--- config.mk ---
export PLATFORM = sky130hd
export DESIGN_NAME = music_fx_engine_flat
export DESIGN_NICKNAME = d
export VERILOG_FILES = /design/src/rtl/music_fx_pkg.sv /design/src/rtl/music_fx_engine_if.sv /design/src/rtl/tone_divider.sv /design/src/rtl/music_fx_engine.sv /design/src/flat_wrapper.sv
export SDC_FILE = /design/constraint.sdc
export NUM_CORES = 1
export LEC_CHECK = 0
export ABC_AREA = 1
export CAP_MARGIN = 0
export CORE_ASPECT_RATIO = 0.9
export CORE_MARGIN = 2
export CORE_UTILIZATION = 52
export DETAILED_ROUTE_END_ITERATION = 10
export GPL_TIMING_DRIVEN = 0
export PLACE_DENSITY = 0.68
export SYNTH_ARGS = -nofsm -noshare
export SYNTH_HDL_FRONTEND = slang
export SYNTH_HIERARCHICAL = 1
export SYNTH_SLANG_ARGS = --single-unit
--- constraint.sdc ---
create_clock -name clk -period 6 [get_ports clk]
set_input_delay 0.6 -clock clk [delete_from_list [all_inputs] [get_ports clk]]
set_output_delay 0.6 -clock clk [all_outputs]
set_load 0.01 [all_outputs]
--- src/rtl/music_fx_pkg.sv ---
// Shared constants and helpers for the music effects engine.
// clamp_oct limits a signed octave request to +/-oct_max.
// shift_hp applies an octave shift to a half-period. Downward shifts saturate
// to the all-ones value of the target width. Upward shifts never turn a
// non-zero note into silence.
package music_fx_pkg;

    localparam int OCT_W           = 3;
    localparam int OCT_MAX_DEFAULT = 2;

    function automatic logic signed [OCT_W-1:0] clamp_oct(
        input logic signed [OCT_W-1:0] oct,
        input int                      oct_max
    );
        int v;
        v = int'(oct);
        if (v > oct_max) begin
            v = oct_max;
        end else if (v < -oct_max) begin
            v = -oct_max;
        end
        return OCT_W'(v);
    endfunction

    // hp is a zero-extended half-period of 'width' bits (width <= 32).
    // Negative oct means a lower pitch, which gives a longer half-period.
    function automatic logic [31:0] shift_hp(
        input logic [31:0]             hp,
        input logic signed [OCT_W-1:0] oct,
        input int                      width
    );
        logic [63:0] wide;
        logic [63:0] ones;
        logic [31:0] res;
        int          amt;
        amt  = int'(oct);
        ones = (64'd1 << width) - 64'd1;
        res  = hp;
        if (amt < 0) begin
            wide = {32'd0, hp} << (-amt);
            res  = (wide > ones) ? ones[31:0] : wide[31:0];
        end else if (amt > 0) begin
            res = hp >> amt;
            if (res == 32'd0 && hp != 32'd0) begin
                res = 32'd1;
            end
        end
        return res;
    endfunction

endpackage

--- src/rtl/music_fx_engine_if.sv ---
// Control and output bundle between the note/control register block and the
// music effects engine.
//   master: drives note_load, note_hp, oct_sel, tremolo_ena, trem_hp, led_ena
//           and observes audio_out, led_out, tone_edge
//   slave : the engine itself
interface music_fx_engine_if #(
    parameter int DIV_W  = 16,
    parameter int TREM_W = 20,
    parameter int N_LEDS = 6
);
    logic                               note_load;
    logic [DIV_W-1:0]                   note_hp;
    logic [music_fx_pkg::OCT_W-1:0]     oct_sel;
    logic                               tremolo_ena;
    logic [TREM_W-1:0]                  trem_hp;
    logic                               led_ena;
    logic                               audio_out;
    logic [N_LEDS-1:0]                  led_out;
    logic                               tone_edge;

    modport master (
        output note_load, note_hp, oct_sel, tremolo_ena, trem_hp, led_ena,
        input  audio_out, led_out, tone_edge
    );

    modport slave (
        input  note_load, note_hp, oct_sel, tremolo_ena, trem_hp, led_ena,
        output audio_out, led_out, tone_edge
    );
endinterface

--- src/rtl/tone_divider.sv ---
// Half-period divider producing a square-wave phase.
//   clk, rst : clock and synchronous active-high reset
//   hp       : half-period in clk cycles; sampled at every phase toggle
//   hp_apply : while idle (latched hp = 0), load hp at once with phase 0
//   phase    : square-wave phase, held at 0 while idle
//   toggle   : registered pulse, high in the cycle after phase flipped
module tone_divider #(
    parameter int W = 16
) (
    input  logic         clk,
    input  logic         rst,
    input  logic [W-1:0] hp,
    input  logic         hp_apply,
    output logic         phase,
    output logic         toggle
);
    logic [W-1:0] cnt;
    logic [W-1:0] cur;

    always_ff @(posedge clk) begin
        // NOTE: sequential state uses non-blocking assignments so every register updates from pre-edge values.
        if (rst) begin
            cnt    <= '0;
            cur    <= '0;
            phase  <= 1'b0;
            toggle <= 1'b0;
        end else begin
            toggle <= 1'b0;
            if (cur == '0) begin
                if (hp_apply && hp != '0) begin
                    cur   <= hp;
                    cnt   <= hp - W'(1);
                    phase <= 1'b0;
                end
            end else if (cnt == '0) begin
                // A new half-period is only ever taken here, so no half-period is truncated.
                cur <= hp;
                cnt <= (hp == '0) ? '0 : hp - W'(1);
                if (hp == '0) begin
                    phase <= 1'b0;
                end else begin
                    phase  <= ~phase;
                    toggle <= 1'b1;
                end
            end else begin
                cnt <= cnt - W'(1);
            end
        end
    end
endmodule

--- src/rtl/music_fx_engine.sv ---
// Music effects engine. Produces a square-wave tone with a signed octave shift,
// tremolo gating and a one-hot LED chaser locked to the tone.
//   clk, rst : clock and synchronous active-high reset
//   bus      : control inputs (note_load, note_hp, oct_sel, tremolo_ena,
//              trem_hp, led_ena) and registered outputs (audio_out, led_out)
//              plus the tone_edge pulse
module music_fx_engine
    import music_fx_pkg::*;
#(
    parameter int DIV_W     = 16,
    parameter int TREM_W    = 20,
    parameter int OCT_MAX   = OCT_MAX_DEFAULT,
    parameter int N_LEDS    = 6,
    parameter int LED_PRE_W = 3
) (
    input logic               clk,
    input logic               rst,
    music_fx_engine_if.slave  bus
);
    logic [DIV_W-1:0]        pend_hp;
    logic [DIV_W-1:0]        sel_hp;
    logic [DIV_W-1:0]        hp_eff;
    logic signed [OCT_W-1:0] pend_oct;
    logic signed [OCT_W-1:0] sel_oct;
    logic                    tone_phase;
    logic                    tone_toggle;
    logic                    tone_edge_int;
    logic                    trem_phase;
    logic                    trem_toggle_unused;
    logic [LED_PRE_W-1:0]    pre_cnt;
    logic [N_LEDS-1:0]       ring;

    // A strobed note bypasses the pending registers. This lets it start at once
    // from silence, or take effect on a toggle that lands in the same cycle.
    assign sel_hp  = bus.note_load ? bus.note_hp : pend_hp;
    assign sel_oct = bus.note_load ? clamp_oct(bus.oct_sel, OCT_MAX) : pend_oct;
    assign hp_eff  = DIV_W'(shift_hp(32'(sel_hp), sel_oct, DIV_W));

    tone_divider #(.W(DIV_W)) u_tone (
        .clk      (clk),
        .rst      (rst),
        .hp       (hp_eff),
        .hp_apply (bus.note_load),
        .phase    (tone_phase),
        .toggle   (tone_toggle)
    );

    // Tremolo runs continuously. The gate is the inverted phase, so an idle
    // divider (trem_hp = 0) leaves the gate open.
    tone_divider #(.W(TREM_W)) u_trem (
        .clk      (clk),
        .rst      (rst),
        .hp       (bus.trem_hp),
        .hp_apply (1'b1),
        .phase    (trem_phase),
        .toggle   (trem_toggle_unused)
    );

    assign tone_edge_int = tone_toggle & tone_phase;
    assign bus.tone_edge = tone_edge_int;

    always_ff @(posedge clk) begin
        if (rst) begin
            pend_hp       <= '0;
            pend_oct      <= '0;
            pre_cnt       <= '0;
            ring          <= N_LEDS'(1);
            bus.audio_out <= 1'b0;
            bus.led_out   <= '0;
        end else begin
            if (bus.note_load) begin
                pend_hp  <= bus.note_hp;
                pend_oct <= sel_oct;
            end
            bus.audio_out <= tone_phase & (~bus.tremolo_ena | ~trem_phase);
            bus.led_out   <= bus.led_ena ? ring : '0;
            // The ring advances even when the LEDs are disabled. It freezes
            // during silence because no tone edges occur.
            if (tone_edge_int) begin
                pre_cnt <= pre_cnt + LED_PRE_W'(1);
                if (&pre_cnt) begin
                    ring <= pend_oct[OCT_W-1] ? {ring[0], ring[N_LEDS-1:1]}
                                              : {ring[N_LEDS-2:0], ring[N_LEDS-1]};
                end
            end
        end
    end
endmodule
--- src/flat_wrapper.sv ---
// flat-port wrapper written by rule: the top's interface ports become plain ports
module music_fx_engine_flat import music_fx_pkg::*;
#(
    parameter int DIV_W     = 16,
    parameter int TREM_W    = 20,
    parameter int OCT_MAX   = OCT_MAX_DEFAULT,
    parameter int N_LEDS    = 6,
    parameter int LED_PRE_W = 3
)
  (clk, rst, bus_note_load, bus_note_hp, bus_oct_sel, bus_tremolo_ena, bus_trem_hp, bus_led_ena, bus_audio_out, bus_led_out, bus_tone_edge);
  music_fx_engine_if #(.DIV_W(DIV_W), .TREM_W(TREM_W), .N_LEDS(N_LEDS)) bus_i ();
  input logic clk;
  input logic rst;
  input wire logic [$bits(bus_i.note_load)-1:0] bus_note_load;
  input wire logic [$bits(bus_i.note_hp)-1:0] bus_note_hp;
  input wire logic [$bits(bus_i.oct_sel)-1:0] bus_oct_sel;
  input wire logic [$bits(bus_i.tremolo_ena)-1:0] bus_tremolo_ena;
  input wire logic [$bits(bus_i.trem_hp)-1:0] bus_trem_hp;
  input wire logic [$bits(bus_i.led_ena)-1:0] bus_led_ena;
  output wire logic [$bits(bus_i.audio_out)-1:0] bus_audio_out;
  output wire logic [$bits(bus_i.led_out)-1:0] bus_led_out;
  output wire logic [$bits(bus_i.tone_edge)-1:0] bus_tone_edge;
  assign bus_i.note_load = bus_note_load;
  assign bus_i.note_hp = bus_note_hp;
  assign bus_i.oct_sel = bus_oct_sel;
  assign bus_i.tremolo_ena = bus_tremolo_ena;
  assign bus_i.trem_hp = bus_trem_hp;
  assign bus_i.led_ena = bus_led_ena;
  assign bus_audio_out = bus_i.audio_out;
  assign bus_led_out = bus_i.led_out;
  assign bus_tone_edge = bus_i.tone_edge;
  music_fx_engine #(.DIV_W(DIV_W), .TREM_W(TREM_W), .OCT_MAX(OCT_MAX), .N_LEDS(N_LEDS), .LED_PRE_W(LED_PRE_W)) u_core (.clk(clk), .rst(rst), .bus(bus_i));
endmodule
==> insert_results.sql, run 1 <==
INSERT INTO impl_metrics (metric_group, metric, value, unit) VALUES
('outcome', 'status', 'completed', ''),
('drt', 'detailed_route_wl', '24900', 'um'),
('layout', 'multi_input_area', '5470', 'sq um'),
('global_route', 'initial_antenna_violation_count', '0', ''),
('clock_network', 'clock_buffer_depth', '2', ''),
('layout', 'num-nets-final', '1582', ''),
('power', 'peakVddDrop', '461', 'uV'),
('clock_network', 'clockRootBuffer', 'sky130_fd_sc_hd__clkbuf_16', ''),
('sta', 'layout_min_cycle_time', '5050', 'ps'),
('layout', 'syn2layout_area_growth', '12.7', '%'),
('power', 'finalPower', '4.85', 'mW'),
('flow_run', 'max-cap-violations', '0', ''),
('drt', 'route.detailed.vias_per_inst', '5.27', ''),
('drt', 'routed-wl-met3', '1500', 'um'),
('placement', 'portbufs', '51', ''),
('yosys', 'netlist_instances', '1465', ''),
('placement', 'replace_congestion', '0.942', ''),
('sta', 'timing.clock.skew', '9.80', 'ps'),
('die', 'boundaryPins', '52', ''),
('sta', 'finalHoldViolations', '0', ''),
('worst_setup_path', 'crit_required', '6260', 'ps'),
('worst_setup_path', 'worst_path_largest_cell_delay', '510', 'ps'),
('drt', 'detail_route.first_pass.iterations', '6', ''),
('layout', 'final_layout_size_suffix_gt1_share', '10.1', '%'),
('yosys', 'yosysWarnings', '6', ''),
('drt', 'vias', '9158', ''),
('global_route', 'vias_in_the_first_global_route', '8506', ''),
('yosys', 'netlist_area', '8580', 'sq um'),
('clock_network', 'clock-sinks', '110', ''),
('sta', 'setup_viol', '0', ''),
('drt', 'route.detailed.wl_per_inst', '14.3', 'um'),
('yosys', 'syn_nets', '1520', ''),
('worst_setup_path', 'path_buf_inv', '10', ''),
('hold_path', 'holdCritPathClass', 'flip-flop to flip-flop', ''),
('layout', 'final_cell_area', '9670', 'sq um'),
('layout', 'fin_cells', '1739', ''),
('layout', 'fill_cells', '1673', ''),
('power', 'pwr_density_cell', '502', 'nW/um^2'),
('clock_network', 'tritoncts', 'yes', ''),
('worst_setup_path', 'worstPathArrival', '5310', 'ps'),
('drt', 'routed-wl-met2', '11200', 'um'),
('worst_setup_path', 'most_frequent_cp_cell', 'sky130_fd_sc_hd__nand2_1', ''),
('die', 'rows', '44', ''),
('sta', 'timing_max_transition_violations_final', '0', ''),
('die', 'die_height', '126', 'um'),
('layout', 'ff_latch_area', '2200', 'sq um'),
('global_route', 'grt_start_max_net_pins', '23', ''),
('clock_network', 'source_to_sink_clock_delay_at_the_later_pin_of_the_worst_skew_pair', '370', 'ps'),
('drt', 'detailedRoute.firstIterationViolations', '670', ''),
('worst_setup_path', 'worstSetupPathType', 'primary input to flip-flop', ''),
('placement', 'place_inst', '1723', ''),
('clock_network', 'cts_inserted_buffers', '9', ''),
('clock_network', 'htreeDepth', '3', ''),
('worst_setup_path', 'cp_max_fo', '10', ''),
('sta', 'relSlewSlack', '63.4', '%'),
('worst_setup_path', 'crit_family', 'simple AND/OR/NAND/NOR gates', ''),
('global_route', 'sum_of_overflow_across_all_layers_after_global_routing', '0', ''),
('worst_setup_path', 'cpMaxStageDelayCell', 'sky130_fd_sc_hd__clkdlybuf4s50_1', ''),
('yosys', 'synthesis.area_per_instance', '5.85', 'sq um'),
('global_route', 'grtUsageTotal', '29.1', '%'),
('power', 'power_leakage', '4.63', 'nW'),
('drt', 'wl_met1', '11600', 'um'),
('placement', 'placement.cell_area', '9350', 'sq um'),
('worst_setup_path', 'crit_path_start_kind', 'primary input', ''),
('sta', 'timing.fmax', '0.198', 'GHz'),
('sta', 'least_margin_pin_slew', '549', 'ps'),
('layout', 'diodes', '0', ''),
('die', 'start_util', '53.2', '%'),
('drt', 'dr_top_layer', 'met4', ''),
('drt', 'drc', '0', ''),
('worst_setup_path', 'timing.critical_path.to_type', 'flip-flop', ''),
('placement', 'dp_hpwl', '19200', 'um'),
('clock_network', 'cts_setup_buffers', '0', ''),
('global_route', 'grt_first_pass_wirelength', '41900', 'um'),
('die', 'die_w', '139', 'um'),
('die', 'total_die_area', '17500', 'sq um'),
('layout', 'post-route-util', '59.9', '%'),
('sta', 'final.period_utilization', '84.1', '%'),
('sta', 'rsz0062_at_grt', 'no', ''),
('drt', 'detail-route-antenna-nets', '0', ''),
('die', 'placeableCoreArea', '16100', 'sq um'),
('clock_network', 'clk_pin_slew', '80', 'ps');
[metrics by stage]
step | setup TNS, ps | setup slack [ps] | hold slack [ps]
finish | 0 | 954 | 459
global route | 0 | 321 | 494
CTS | 0 | 379 | 463
detailed placement | -3.62 | -3.62 | 448
global placement | 0 | 47.3 | 440
floorplan | 0 | 1670 | 420
[flip-flops by register name, indices dropped and copies added, names as in the netlist]
signal / flops
u_core/bus.audio_out: 1
u_core/bus.led_out: 6
u_core/pend_hp: 16
u_core/pend_oct: 3
u_core/pre_cnt: 3
u_core/ring: 6
u_core/u_tone/cnt: 16
u_core/u_tone/cur: 16
u_core/u_tone/phase: 1
u_core/u_tone/toggle: 1
u_core/u_trem/cnt: 20
u_core/u_trem/cur: 20
u_core/u_trem/phase: 1
[cells in the final DEF (no fill, tap or decap), types with 15 or more instances in the layout]
cell,count
sky130_fd_sc_hd__o21ai_0,81
sky130_fd_sc_hd__a21oi_1,51
sky130_fd_sc_hd__o21ai_1,29
sky130_fd_sc_hd__nand2_1,430
sky130_fd_sc_hd__inv_1,121
sky130_fd_sc_hd__nor2_2,48
sky130_fd_sc_hd__nand3_1,139
sky130_fd_sc_hd__xor2_1,22
sky130_fd_sc_hd__buf_2,15
sky130_fd_sc_hd__clkbuf_1,17
sky130_fd_sc_hd__dfxtp_1,110
sky130_fd_sc_hd__clkdlybuf4s50_1,50
sky130_fd_sc_hd__nor2_1,264
[path summary, 6_finish.rpt]
path                       start              endpoint  slack [ps]  cells after the start
min reg2reg  u_core/u_trem/phase  u_core/bus.audio_out         460                      1
max reg2reg   u_core/pend_oct[2]  u_core/u_tone/cur[8]        1250                     34
min          u_core/u_trem/phase  u_core/bus.audio_out         460                      1
max               bus_oct_sel[2]  u_core/u_tone/cur[8]         950                     38
[power by group]
part           switching, mW  leakage (nW)  internal [mW]
Combinational           1.94          3.59           1.15
Sequential             0.178         0.902          0.961
Clock                  0.322         0.148          0.301
[cell type report]
type / instances / share of cell area (%)
sequential: 110 / 22.8
timing repair buffer: 51 / 5.31
clock buffer: 9 / 2.33
multi-input combinational: 1163 / 56.6
tap: 207 / 2.68
buffer: 57 / 4.05
inverter: 135 / 5.35
clock inverter: 7 / 0.932
[repair_timing]
action / 4_1_cts / 5_1_grt
gates resized for setup: 0 / 4
setup endpoints to repair: 0 / 33
hold buffers: 0 / 0
hold endpoints to repair: 0 / 0
[per-layer routing]
metal  global-route usage (%)  vias to the layer above
met5                        0                        -
met4                     8.97                        0
met3                     4.71                       45
met2                     48.3                      282
met1                     39.1                     4089
li1                         -                     4742
Note: power is estimated with default switching activity, not from simulation.
==> run 2: changes to the inputs <==
--- a/config.mk
+++ b/config.mk
@@ -12,7 +12,7 @@
 export CORE_UTILIZATION = 52
 export DETAILED_ROUTE_END_ITERATION = 10
 export GPL_TIMING_DRIVEN = 0
-export PLACE_DENSITY = 0.68
+export PLACE_DENSITY = 0.71
 export SYNTH_ARGS = -nofsm -noshare
 export SYNTH_HDL_FRONTEND = slang
 export SYNTH_HIERARCHICAL = 1
==> constraint.sdc (replaced) <==
create_clock -name clk -period 4.18 [get_ports clk]
set_input_delay 0.418 -clock clk [delete_from_list [all_inputs] [get_ports clk]]
set_output_delay 0.418 -clock clk [all_outputs]
set_load 0.01 [all_outputs]
==> run 2 against run 1 <==
Register-to-register slack got worse by 1000 ps; clock skew increased by 3.0 ps; via count increased by 5.1%; non-clock buffer count increased by 57; flip-flop and latch count unchanged; hold slack improved by 12 ps; critical path type is now flip-flop to flip-flop.
==> insert_results.sql, run 2 (synthesis gave the netlist of run 1 again) <==
INSERT INTO impl_metrics (metric_group, metric, value, unit) VALUES
('outcome', 'status', 'completed', ''),
('layout', 'diodes', '0', ''),
('worst_setup_path', 'crit_path_start_kind', 'flip-flop', ''),
('layout', 'final_cell_area', '10400', 'sq um'),
('die', 'die_height', '126', 'um'),
('global_route', 'grtUsageTotal', '29.5', '%'),
('clock_network', 'clock_buffer_depth', '2', ''),
('flow_run', 'max-cap-violations', '0', ''),
('worst_setup_path', 'most_frequent_cp_cell', 'sky130_fd_sc_hd__nand2_1', ''),
('clock_network', 'clock-sinks', '110', ''),
('die', 'rows', '44', ''),
('drt', 'vias', '9623', ''),
('clock_network', 'cts_inserted_buffers', '9', ''),
('layout', 'fill_cells', '1591', ''),
('power', 'peakVddDrop', '442', 'uV'),
('sta', 'rsz0062_at_grt', 'yes', ''),
('worst_setup_path', 'crit_required', '4430', 'ps'),
('die', 'boundaryPins', '52', ''),
('drt', 'route.detailed.vias_per_inst', '5.36', ''),
('worst_setup_path', 'timing.critical_path.to_type', 'flip-flop', ''),
('global_route', 'initial_antenna_violation_count', '0', ''),
('worst_setup_path', 'cp_max_fo', '8', ''),
('clock_network', 'source_to_sink_clock_delay_at_the_later_pin_of_the_worst_skew_pair', '360', 'ps'),
('sta', 'relSlewSlack', '56.1', '%'),
('layout', 'top_regs', 'u_core/u_trem/cnt (20), u_core/u_trem/cur (20)', ''),
('worst_setup_path', 'worstSetupPathType', 'flip-flop to flip-flop', ''),
('worst_setup_path', 'regToRegSetupSlack', '220', 'ps'),
('sta', 'timing.clock.skew', '12.8', 'ps'),
('sta', 'setup_viol', '0', ''),
('global_route', 'grt_first_pass_wirelength', '42200', 'um'),
('clock_network', 'clockRootBuffer', 'sky130_fd_sc_hd__clkbuf_16', ''),
('layout', 'layout.cells.most_common', 'sky130_fd_sc_hd__nand2_1', ''),
('global_route', 'grt_start_max_net_pins', '19', ''),
('placement', 'portbufs', '51', ''),
('die', 'die_w', '139', 'um'),
('clock_network', 'tritoncts', 'yes', ''),
('drt', 'drc', '0', ''),
('layout', 'num-nets-final', '1639', ''),
('drt', 'detail-route-antenna-nets', '0', ''),
('sta', 'timing.fmax', '0.252', 'GHz'),
('drt', 'detailedRoute.firstIterationViolations', '1012', ''),
('worst_setup_path', 'crit_family', 'simple AND/OR/NAND/NOR gates', ''),
('worst_setup_path', 'worst_path_largest_cell_delay', '330', 'ps'),
('worst_setup_path', 'path_buf_inv', '8', ''),
('placement', 'dp_hpwl', '19200', 'um'),
('sta', 'finalHoldViolations', '0', ''),
('placement', 'replace_congestion', '0.985', ''),
('placement', 'place_inst', '1723', ''),
('layout', 'final_layout_size_suffix_gt1_share', '16.6', '%'),
('drt', 'detailed_route_wl', '26500', 'um'),
('drt', 'detail_route.first_pass.iterations', '5', ''),
('layout', 'commonest_cells_after_routing_fill_and_taps_aside', '402 x sky130_fd_sc_hd__nand2_1, 250 x sky130_fd_sc_hd__nor2_1, 137 x sky130_fd_sc_hd__nand3_1, 117 x sky130_fd_sc_hd__inv_1, 109 x sky130_fd_sc_hd__dfxtp_1', ''),
('clock_network', 'htreeDepth', '3', ''),
('power', 'finalPower', '7.44', 'mW'),
('sta', 'layout_min_cycle_time', '3960', 'ps'),
('sta', 'final.period_utilization', '94.8', '%'),
('die', 'placeableCoreArea', '16100', 'sq um'),
('layout', 'fin_cells', '1796', ''),
('global_route', 'vias_in_the_first_global_route', '8473', ''),
('layout', 'syn2layout_area_growth', '21.7', '%'),
('die', 'total_die_area', '17500', 'sq um'),
('worst_setup_path', 'worstPathArrival', '4210', 'ps'),
('clock_network', 'clk_pin_slew', '70', 'ps'),
('die', 'start_util', '53.2', '%'),
('worst_setup_path', 'cpMaxStageDelayCell', 'sky130_fd_sc_hd__dfxtp_2', ''),
('placement', 'placement.cell_area', '9350', 'sq um'),
('global_route', 'sum_of_overflow_across_all_layers_after_global_routing', '0', ''),
('hold_path', 'holdCritPathClass', 'flip-flop to flip-flop', ''),
('sta', 'least_margin_pin_slew', '658', 'ps'),
('power', 'power_leakage', '4.98', 'nW'),
('sta', 'timing_max_transition_violations_final', '0', ''),
('layout', 'post-route-util', '64.7', '%'),
('power', 'pwr_density_cell', '712', 'nW/um^2'),
('drt', 'route.detailed.wl_per_inst', '14.8', 'um');
run 2: final timing paths:
kind / cells after the start / startpoint / endpoint
worst max-delay path: 34 / u_core/pend_oct[2] / u_core/u_tone/cur[10]
worst min-delay path: 2 / u_core/pre_cnt[2] / u_core/pre_cnt[2]
worst max register to register: 34 / u_core/pend_oct[2] / u_core/u_tone/cur[10]
worst min register to register: 2 / u_core/pre_cnt[2] / u_core/pre_cnt[2]
run 2: area by class of cell:
class	instances	area [sq um]	share of cell area [%]
plain buffers	56	449	4.30
inverters	135	533	5.11
clock buffers	12	236	2.27
repair buffers	109	1010	9.71
flip-flops and latches	110	2200	21.1
multi-input cells	1163	5710	54.7
clock inverters	4	36.3	0.348
well taps	207	259	2.48
run 2: power by group:
group / total [mW] / internal (mW) / switching (mW) / leakage [nW]
registers: 1.63 / 1.38 / 0.253 / 0.902
logic: 4.98 / 2.01 / 2.96 / 3.95
clock network: 0.824 / 0.415 / 0.410 / 0.130
total: 7.44 / 3.81 / 3.63 / 4.98
run 2: timing repair:
action,4_1_cts,5_1_grt
gates cloned,3,2
setup buffers,32,21
pin swaps,18,33
endpoints found under the setup margin,34,34
hold buffers,0,0
gates resized for setup,70,53
run 2: metrics by stage:
stage | TNS [ps] | setup WS (ps) | hold slack, ps
after floorplan | 0 | 35.8 | 420
after global placement | -53790 | -1700 | 455
after detailed placement | -55010 | -1740 | 461
after CTS | -27.8 | -9.09 | 473
after global routing | -542 | -47.5 | 493
final | 0 | 218 | 471
run 2: tightest hold or removal path: stages, from the launching register on:
cell and delay, ps:
sky130_fd_sc_hd__dfxtp_1 330, sky130_fd_sc_hd__inv_1 50, sky130_fd_sc_hd__a21oi_1 50
run 2: metal layers:
layer / wire length [um] / vias to the layer above / GRT usage [%] / part of all wire [%]
met3: 1660 / 40 / 3.92 / 6.2
met5: 0 / - / 0 / 0
met2: 12100 / 355 / 47.8 / 46
li1: - / 4866 / - / -
met1: 12300 / 4362 / 41.1 / 46
met4: 468 / 0 / 8.56 / 1.8
